===== config.mk =====
export PLATFORM = sky130hd
export DESIGN_NAME = result_collector
export DESIGN_NICKNAME = d
export VERILOG_FILES = /design/src/rtl/result_collector.sv
export SDC_FILE = /design/constraint.sdc
export NUM_CORES = 2
export LEC_CHECK = 0
export CAP_MARGIN = 30
export CORE_MARGIN = 5
export CORE_UTILIZATION = 54
export DETAILED_ROUTE_END_ITERATION = 7
export PLACE_DENSITY = 0.76
export SLEW_MARGIN = 20
export SYNTH_ARGS = -nofsm -noshare
export SYNTH_HDL_FRONTEND = slang
export SYNTH_SLANG_ARGS = --single-unit

===== constraint.sdc =====
create_clock -name clk -period 15.3 [get_ports clk]
set_input_delay 3.06 -clock clk [delete_from_list [all_inputs] [get_ports clk]]
set_output_delay 3.06 -clock clk [all_outputs]
set_load 0.005 [all_outputs]

===== src/rtl/result_collector.sv =====
// Re-aligns skewed systolic-array result lanes into whole rows, buffers them in a
// show-ahead FIFO and tracks rows per tile. RESULT_RELU_EN clamps negative lanes to 0 at FIFO write.
module result_collector #(
    parameter int SYS_COLS   = 4,
    parameter int P_BITWIDTH = 32,
    parameter int FIFO_DEPTH = 8,
    parameter int CNT_W      = 8
) (
    input  logic                           clk,
    input  logic                           rst,
    input  logic                           start,
    input  logic [CNT_W-1:0]               num_rows,
    input  logic [SYS_COLS-1:0]            col_valid,
    input  logic [SYS_COLS*P_BITWIDTH-1:0] col_data,
    output logic                           out_valid,
    input  logic                           out_ready,
    output logic [SYS_COLS*P_BITWIDTH-1:0] out_data,
    output logic                           out_last,
    output logic                           busy,
    output logic                           done,
    output logic                           overflow,
    output logic                           skew_err
);
    localparam int ROW_W      = SYS_COLS * P_BITWIDTH;
    localparam int PTR_W      = (FIFO_DEPTH > 1) ? $clog2(FIFO_DEPTH) : 1;
    localparam int FCNT_W     = PTR_W + 1;

    localparam logic [1:0] ST_IDLE    = 2'd0;
    localparam logic [1:0] ST_COLLECT = 2'd1;
    localparam logic [1:0] ST_DRAIN   = 2'd2;
    localparam logic [1:0] ST_DONE    = 2'd3;

    logic [SYS_COLS-1:0] dly_valid;
    logic [ROW_W-1:0]    dly_data;
    logic [ROW_W-1:0]    wr_row;

    // Lane gi is delayed SYS_COLS-1-gi cycles so every lane of a row lands together.
    genvar gi;
    generate
        for (gi = 0; gi < SYS_COLS; gi++) begin : g_lane
            localparam int DLY = SYS_COLS - 1 - gi;
            if (DLY == 0) begin : g_pass
                assign dly_valid[gi] = col_valid[gi];
                assign dly_data[gi*P_BITWIDTH +: P_BITWIDTH] = col_data[gi*P_BITWIDTH +: P_BITWIDTH];
            end else begin : g_dly
                logic [DLY-1:0]        v_pipe_reg;
                logic [P_BITWIDTH-1:0] d_pipe_reg [DLY];
                always_ff @(posedge clk or negedge rst) begin
                    if (!rst) begin
                        v_pipe_reg <= '0;
                        for (int k = 0; k < DLY; k++) begin
                            d_pipe_reg[k] <= '0;
                        end
                    end else begin
                        v_pipe_reg[0] <= col_valid[gi];
                        d_pipe_reg[0] <= col_data[gi*P_BITWIDTH +: P_BITWIDTH];
                        for (int k = 1; k < DLY; k++) begin
                            v_pipe_reg[k] <= v_pipe_reg[k-1];
                            d_pipe_reg[k] <= d_pipe_reg[k-1];
                        end
                    end
                end
                assign dly_valid[gi] = v_pipe_reg[DLY-1];
                assign dly_data[gi*P_BITWIDTH +: P_BITWIDTH] = d_pipe_reg[DLY-1];
            end
        end

        for (gi = 0; gi < SYS_COLS; gi++) begin : g_wr_lane
`ifdef RESULT_RELU_EN
            assign wr_row[gi*P_BITWIDTH +: P_BITWIDTH] =
                dly_data[gi*P_BITWIDTH + P_BITWIDTH - 1] ? '0 : dly_data[gi*P_BITWIDTH +: P_BITWIDTH];
`else
            assign wr_row[gi*P_BITWIDTH +: P_BITWIDTH] = dly_data[gi*P_BITWIDTH +: P_BITWIDTH];
`endif
        end
    endgenerate

    logic [1:0]        state_reg, state_next;
    logic [CNT_W-1:0]  num_rows_q;
    logic [CNT_W-1:0]  rows_in_reg;
    logic [CNT_W-1:0]  rows_out_reg;
    logic [CNT_W-1:0]  dropped_reg;
    logic              overflow_reg;
    logic              skew_err_reg;
    logic              done_reg;

    logic [PTR_W-1:0]  wr_ptr_reg, rd_ptr_reg;
    logic [FCNT_W-1:0] count_reg;
    logic [ROW_W-1:0]  mem [FIFO_DEPTH];
    logic              last_mem [FIFO_DEPTH];
    logic [ROW_W-1:0]  last_data_reg;

    logic any_v, all_v, start_ok, row_accept, push, drop, pop;
    logic fifo_empty, fifo_full, row_last, drained;

    assign any_v      = |dly_valid;
    assign all_v      = &dly_valid;
    assign fifo_empty = (count_reg == '0);
    assign fifo_full  = (count_reg == FCNT_W'(FIFO_DEPTH));
    assign pop        = !fifo_empty && out_ready;
    assign start_ok   = start && (state_reg == ST_IDLE);
    assign row_accept = (state_reg == ST_COLLECT) && all_v && (rows_in_reg < num_rows_q);
    // A full FIFO can still take the row when the head leaves on the same edge.
    assign push       = row_accept && (!fifo_full || pop);
    assign drop       = row_accept && !push;
    assign row_last   = (rows_in_reg == num_rows_q - CNT_W'(1));
    assign drained    = (({1'b0, rows_out_reg} + {1'b0, dropped_reg}) == {1'b0, num_rows_q});

    always_comb begin
        state_next = state_reg;
        case (state_reg)
            ST_IDLE: begin
                if (start) begin
                    state_next = (num_rows == '0) ? ST_DONE : ST_COLLECT;
                end
            end
            ST_COLLECT: begin
                if (rows_in_reg == num_rows_q) begin
                    state_next = ST_DRAIN;
                end
            end
            ST_DRAIN: begin
                if (fifo_empty && drained) begin
                    state_next = ST_DONE;
                end
            end
            default: state_next = ST_IDLE;
        endcase
    end

    always_ff @(posedge clk or negedge rst) begin
        if (!rst) begin
            state_reg    <= ST_IDLE;
            num_rows_q   <= '0;
            rows_in_reg  <= '0;
            rows_out_reg <= '0;
            dropped_reg  <= '0;
            overflow_reg <= 1'b0;
            skew_err_reg <= 1'b0;
            done_reg     <= 1'b0;
        end else begin
            state_reg <= state_next;
            done_reg  <= (state_reg == ST_DONE);
            if (start_ok) begin
                num_rows_q   <= num_rows;
                rows_in_reg  <= '0;
                rows_out_reg <= '0;
                dropped_reg  <= '0;
                overflow_reg <= 1'b0;
                skew_err_reg <= 1'b0;
            end else begin
                if (row_accept) begin
                    rows_in_reg <= rows_in_reg + CNT_W'(1);
                end
                if (pop) begin
                    rows_out_reg <= rows_out_reg + CNT_W'(1);
                end
                if (drop) begin
                    dropped_reg  <= dropped_reg + CNT_W'(1);
                    overflow_reg <= 1'b1;
                end
                if (any_v && !all_v) begin
                    skew_err_reg <= 1'b1;
                end
            end
        end
    end

    always_ff @(posedge clk or negedge rst) begin
        if (!rst) begin
            wr_ptr_reg    <= '0;
            rd_ptr_reg    <= '0;
            count_reg     <= '0;
            last_data_reg <= '0;
        end else begin
            if (push) begin
                wr_ptr_reg <= wr_ptr_reg + PTR_W'(1);
            end
            if (pop) begin
                rd_ptr_reg    <= rd_ptr_reg + PTR_W'(1);
                last_data_reg <= mem[rd_ptr_reg];
            end
            case ({push, pop})
                2'b10:   count_reg <= count_reg + FCNT_W'(1);
                2'b01:   count_reg <= count_reg - FCNT_W'(1);
                default: count_reg <= count_reg;
            endcase
        end
    end

    // Storage carries no reset so it maps onto RAM; validity comes from count_reg.
    always_ff @(posedge clk) begin
        if (push) begin
            mem[wr_ptr_reg]      <= wr_row;
            last_mem[wr_ptr_reg] <= row_last;
        end
    end

    assign out_valid = !fifo_empty;
    assign out_data  = fifo_empty ? last_data_reg : mem[rd_ptr_reg];
    assign out_last  = !fifo_empty && last_mem[rd_ptr_reg];
    assign busy      = (state_reg != ST_IDLE);
    assign done      = done_reg;
    assign overflow  = overflow_reg;
    assign skew_err  = skew_err_reg;

endmodule


# == Yosys cells after proc, flatten, opt, wreduce, memory -nomap -nowiden ==
# Memories as Yosys holds them, arrays and structs flattened.
# Index checks and enable logic that the tools add are counted.
# op_classes
n_reduce_logical,26
add_sub_neg,9
n_mux,19
n_eq_ne,12
order_cmp,1
# ops
cell,count
$mux 128,1
$mux 8,6
$add 8x1->8 const B,3
$eq 8x8->1,2
$reduce_bool 2->1,6
$add 8x8->9,1
$eq 9x8->1,1
$logic_and 1x1->1,9
$logic_not 8->1,1
$lt 8x8->1,1
$mux 2,4
$pmux 4 s2,1
$sub 8x1->8 const B,1
$add 3x1->3 const B,2
$eq 2x2->1 const B,3
$mux 1,6
$pmux 2 s3,1
$add 4x1->4 const B,1
$eq 2x1->1 const B,2
$eq 4x4->1 const B,1
$logic_not 1->1,4
$logic_not 4->1,1
$ne 2x2->1 const B,2
$reduce_and 4->1,1
other kinds (6),6
# totals
in_bits,144
ramBits,1032
ff_bits,373
output_inout_bits,134
elab_cells,90
memories,2
# memory_table
memory,depth,width,read_ports,rd_clocked_by_memory_dff,wr,line_no,rtl
mem,8,128,1,0,1,89,logic [ROW_W-1:0] mem [FIFO_DEPTH];
last_mem,8,1,1,0,1,90,logic last_mem [FIFO_DEPTH];

# == Longest topological paths before layout ==
# depth
depth_word,9
ltp_mapped,14
depth_no_buf,14

# == Worst setup path after synthesis ==
# No wires, ideal clock.
# synth_path
kind,input-to-reg
from,input port col_valid[3]
to,"memory last_mem[4], enable pin"
cell_stages,6
setup_ns,0.979
path_buffers,0
arrival_time_ns,17.415
setup_slack_ns,-3.094
cell_sequence,nand4_1 > a2111oi_4 > inv_4 > nor2_4 > nand2_1 > nor4b_1
# synth_via
elab_chain_cells,6
# synth_lines
element,line_no,rtl
start: declaration,13,"input logic [SYS_COLS-1:0] col_valid,"
$reduce_and 4->1,97,assign all_v = &dly_valid;
$logic_and 1x1->1 (2 in series),102,assign row_accept = (state_reg == ST_COLLECT) && all_v && (rows_in_reg < num_rows_q);
$logic_and 1x1->1,104,assign push = row_accept && (!fifo_full || pop);
$mux 1,193,if (push) begin
$mux 1 (implied by the code),195,last_mem[wr_ptr_reg] <= row_last;
end: declaration,90,
# No other way between the ends.

# == Worst setup path after layout ==
# layout_path
from,register rd_ptr_reg[0]
to,output port out_data[57]
# layout_via
elab_chain_cells,2
# layout_lines
element,line_no,rtl
start: declaration,87,"logic [PTR_W-1:0] wr_ptr_reg, rd_ptr_reg;"
start signal: assignment,180,rd_ptr_reg <= rd_ptr_reg + PTR_W'(1);
$mem_v2 8x128,--,
$mux 128,200,assign out_data = fifo_empty ? last_data_reg : mem[rd_ptr_reg];
end: declaration,17,"output logic [SYS_COLS*P_BITWIDTH-1:0] out_data,"
# No other way between the ends.

==> results list <==
* Least-Margin Pin Slew: about 1.0 ns
- Yosys printed 0 warnings.
* Final core area utilization: a little under two thirds
- Walking the worst path, the cells encountered are buf_4 > buf_16 > buf_4 > buf_12 > mux4_2 > mux2i_1 > a21oi_1 > clkdlybuf4s50_1.
- The register with the most flip-flops in the layout has 1024 of them.
- Share of the synthesized area in compound gates (AO/OA/AOI/OAI): under 10%
- The worst setup path is of the reg2out kind.
- TritonCTS built the clock tree.
- Worst slack at placement: 7.69 ns
- Before antenna repair, the detailed router went through 5 iterations.
* Primary flip-flop cell chosen by synthesis mapping: sky130_fd_sc_hd__edfxtp_1
- The core region is between 90000 and 100000 um2.
- Number of vias per cell after detailed routing: 5.85
- After synthesis, the share of flip-flops with an asynchronous set or reset is 26.5%.
- The portion of synthesized area spent on multiplexers is 13.7%.
- By area, the combinational part of the netlist is dominated by multiplexers.
- CTS HTree Levels: 4
- After synthesis, the mean cell area works out to ~19 um2.
- In the global route stage, overall resource usage came out at between 20% and 30%.
- For this run, global-route usage on met1 was measured as 29.6%.
* Endpoint type of the worst setup path: output port
- The number of global-route vias before repair is roughly 27000.
- Yosys mapped a number of flops with a built-in enable equal to 1032.
- For this run, the slowest stage of the critical path takes between 0.9 and 1 ns.
- Worst max-slew margin expressed relative to the limit: 30.3%
- Wires add up to around 110 mm.
* Deepest clock path buffer count: 3
- Netlist Area Pre-Place: 52200 um2
- The worst path meets setup with 7.44 ns of slack.
- In this run the worst path has a maximum fanout of 37.
- The flow ran to the end, and the final reports show no timing, DRC or antenna violations.
- Count of pins over their slew limit: 0
- Synthesis-to-layout area growth: 17.1%
- Reg2Reg Launch Point: num_rows_q[5]$_DFFE_PN0P_
- The first routing iteration left between 2000 and 2500 violations.
- Measured along the x axis, the die boundary spans around 320 um.
- DR vias: around 26000
- The cell count after synthesis came out at around 2700.
- The tightest min-delay check is of the reg2reg type.
* Hold bufs inserted after CTS: 0
- DR DRC count: 0
* Number of clock sinks seen by CTS: about 1400
- Clock network latency to the later pin of the worst-skew pair: around 0.74 ns
- Number of post-CTS setup repair buffers: 0
- Fmax: 127 MHz
- Xor/xnor cell area share of the yosys netlist: 0.772%
- Summed over all failing endpoints, the final setup total negative slack is 0 ns.
- Power comes to 10.9 mW.
* Starting density of the core: between 50% and 60%
- Max-capacitance violation count: 0
* I/O pins: 278
- Post-Layout Inst Area: 61100 um2
- Clock tree synthesis inserted a total of 137 buffers.
* Startpoint kind of the worst setup timing path: flop
- Entering global routing, the biggest net connects 170 pins.
- Global-route track usage on met2: 36.5%
- Last weighted congestion value of the routability-driven placer: 0.823
* Leakage: 21.5 nW
- The most critical setup path has its startpoint at rd_ptr_reg[0]$_DFFE_PN0P_.
* PostCTS Resize Cnt: 0
- Row cnt: 114
- In the final routed layout, each cell accounts on average for around 25 um.
* Category of cells accounting for the largest share of critical-path delay: buffers and inverters
* Buffers and inverters on the worst path: 5
- STA puts the critical path data required time at approximately 12 ns.
- The detail route stage leaves a number of antenna-violating nets equal to 0.
- Clock root buffer: sky130_fd_sc_hd__clkbuf_16
- The hold violation total from the final report is 0.
* Unique masters post-synth: 54
- Setup repair after global routing left no endpoint under its margin.
* Slowest CP cell: sky130_fd_sc_hd__dfrtp_4
- Global routing used 4.51% of the available met3 tracks.
* Worst clock skew: 0.0199 ns
* Highest-utilization routing layer at the global route stage: met2
* Post-Synth Simple-Gate Area: 3.06%
- For this design the ratio of total power to cell area is about 180 nW/um2.
* Worst endpoint data arrival time: ~4.8 ns
* Antenna violations before repair: 7
- Counting stages on the worst path, the most repeated cell is sky130_fd_sc_hd__buf_4.
- Final setup violation count: 0
* Clock period minus worst slack: just under 8 ns
- Instance area at placement: roughly 57000 um2
- Synthesized-area fraction occupied by adder cells: less than 1%
- Synth Register Bits: approximately 1400
- HPWL reported at the end of detailed placement: ~61 mm
- The worst-case IR drop observed on VDD is between 150 and 200 uV.
- First-pass GRT wire length: 170 mm
- The die covers about 100000 um2.
- The die is around 320 um tall.
- The count of buffers added on input and output ports is around 280.
- Worst Min Path Start: g_lane[0].g_dly.d_pipe_reg[75]$_DFF_PN0_
- Of the available clock period, the critical path in the final layout requires between 50% and 60%.
* Portion of the post-synthesis area used by sequential elements: between 70% and 80%
* Total congestion overflow: 0
- Proportion of layout cells with a drive suffix above 1: 16.3%
* Clk pin slew, worst setup/hold paths: ~0.060 ns
- Syn nets: slightly below 3000
* Net count reported at finish: 3220
## where the power goes
| group | switching (mW) | leakage, nW | total, mW | internal [mW] |
|---|---|---|---|---|
| logic | 1.46 | 5.59 | 3.04 | 1.58 |
| clock network | 1.40 | 2.13 | 3.24 | 1.84 |
| registers | 0.257 | 13.8 | 4.59 | 4.34 |
| total | 3.12 | 21.5 | 10.9 | 7.76 |
## cell usage after synthesis (3+ instances only)
master / n / share of area [%]
sky130_fd_sc_hd__a21o_1: 8 / 0.12
sky130_fd_sc_hd__a21oi_1: 143 / 1.4
sky130_fd_sc_hd__and3_1: 5 / 0.060
sky130_fd_sc_hd__buf_1: 17 / 0.12
sky130_fd_sc_hd__buf_2: 29 / 0.28
sky130_fd_sc_hd__clkbuf_1: 89 / 0.64
sky130_fd_sc_hd__dfrtp_1: 373 / 18
sky130_fd_sc_hd__edfxtp_1: 1032 / 59
sky130_fd_sc_hd__ha_1: 28 / 0.67
sky130_fd_sc_hd__inv_1: 24 / 0.17
sky130_fd_sc_hd__mux2_1: 3 / 0.065
sky130_fd_sc_hd__mux2i_1: 131 / 2.5
sky130_fd_sc_hd__mux4_2: 258 / 11
sky130_fd_sc_hd__nand2_1: 157 / 1.1
sky130_fd_sc_hd__nand3_1: 14 / 0.13
sky130_fd_sc_hd__nand4_1: 9 / 0.11
sky130_fd_sc_hd__nor2_1: 159 / 1.1
sky130_fd_sc_hd__nor3_1: 11 / 0.11
sky130_fd_sc_hd__nor4_1: 4 / 0.048
sky130_fd_sc_hd__o21a_1: 3 / 0.043
sky130_fd_sc_hd__o21ai_0: 141 / 1.4
sky130_fd_sc_hd__or4_1: 3 / 0.043
sky130_fd_sc_hd__xnor2_1: 25 / 0.42
sky130_fd_sc_hd__xor2_1: 21 / 0.35
## worst paths after layout
check	endpoint	slack, ns	depth (start not counted)
max	out_data[57]	7.44	8
min reg2reg	g_lane[0].g_dly.d_pipe_reg[43]$_DFF_PN0_	0.34	0
min in group asynchronous	last_data_reg[11]$_DFFE_PN0P_	2.39	1
max reg2reg	mem[4][41]$_DFFE_PP_	10.71	10
max in group asynchronous	last_data_reg[96]$_DFFE_PN0P_	10.74	4
min	g_lane[0].g_dly.d_pipe_reg[43]$_DFF_PN0_	0.34	0
## logic make-up (layout without fill, tap and decap cells)
family          count (synthesis)  count (layout)
mux                           392             392
other cells                     0               5
buf+inv                       162             596
simple gates                  380             380
flops                        1405            1405
fa+ha+maj                      30              30
xor+xnor                       46              46
compound gates                314             314
## area by class of cell
type | instances | area [um2]
flip-flops and latches | 1405 | 40300
well taps | 1276 | 1600
inverters | 27 | 111
multi-input cells | 1162 | 11300
clock inverters | 65 | 542
clock buffers | 191 | 3840
fillers | 6346 | 35200
repair buffers | 313 | 3370
diodes | 5 | 12.5
## placed cells by master, fill, tap and decap left out, types with 11 or more instances in the layout
cell type                         instances
sky130_fd_sc_hd__nand3_1                 14
sky130_fd_sc_hd__mux2i_1                131
sky130_fd_sc_hd__xnor2_1                 25
sky130_fd_sc_hd__nor2_1                 157
sky130_fd_sc_hd__clkinv_1                22
sky130_fd_sc_hd__buf_4                   16
sky130_fd_sc_hd__clkbuf_16              141
sky130_fd_sc_hd__a21oi_1                143
sky130_fd_sc_hd__clkdlybuf4s50_1        276
sky130_fd_sc_hd__ha_1                    28
sky130_fd_sc_hd__clkbuf_8                12
sky130_fd_sc_hd__buf_12                  11
sky130_fd_sc_hd__edfxtp_1              1032
sky130_fd_sc_hd__dfrtp_1                370
sky130_fd_sc_hd__xor2_1                  21
sky130_fd_sc_hd__clkinv_2                19
sky130_fd_sc_hd__clkbuf_1                38
sky130_fd_sc_hd__o21ai_0                141
sky130_fd_sc_hd__mux4_2                 258
sky130_fd_sc_hd__inv_1                   24
sky130_fd_sc_hd__nand2_1                156
## through the flow
step | cells | hold slack (ns)
2_1_floorplan | 2729 | 0.331
3_3_place_gp | 4171 | 0.335
3_5_place_dp | 4174 | 0.335
4_1_cts | 4430 | 0.347
5_1_grt | 4439 | 0.352
6_report | 4444 | 0.343
## routing by layer
metal	share of wire (%)	up-vias
met5	0.022	-
met4	3.2	4
met3	6.8	192
met2	51	894
met1	39	13629
li1	-	11259
No activity file was read; power rests on OpenSTA's default activity.
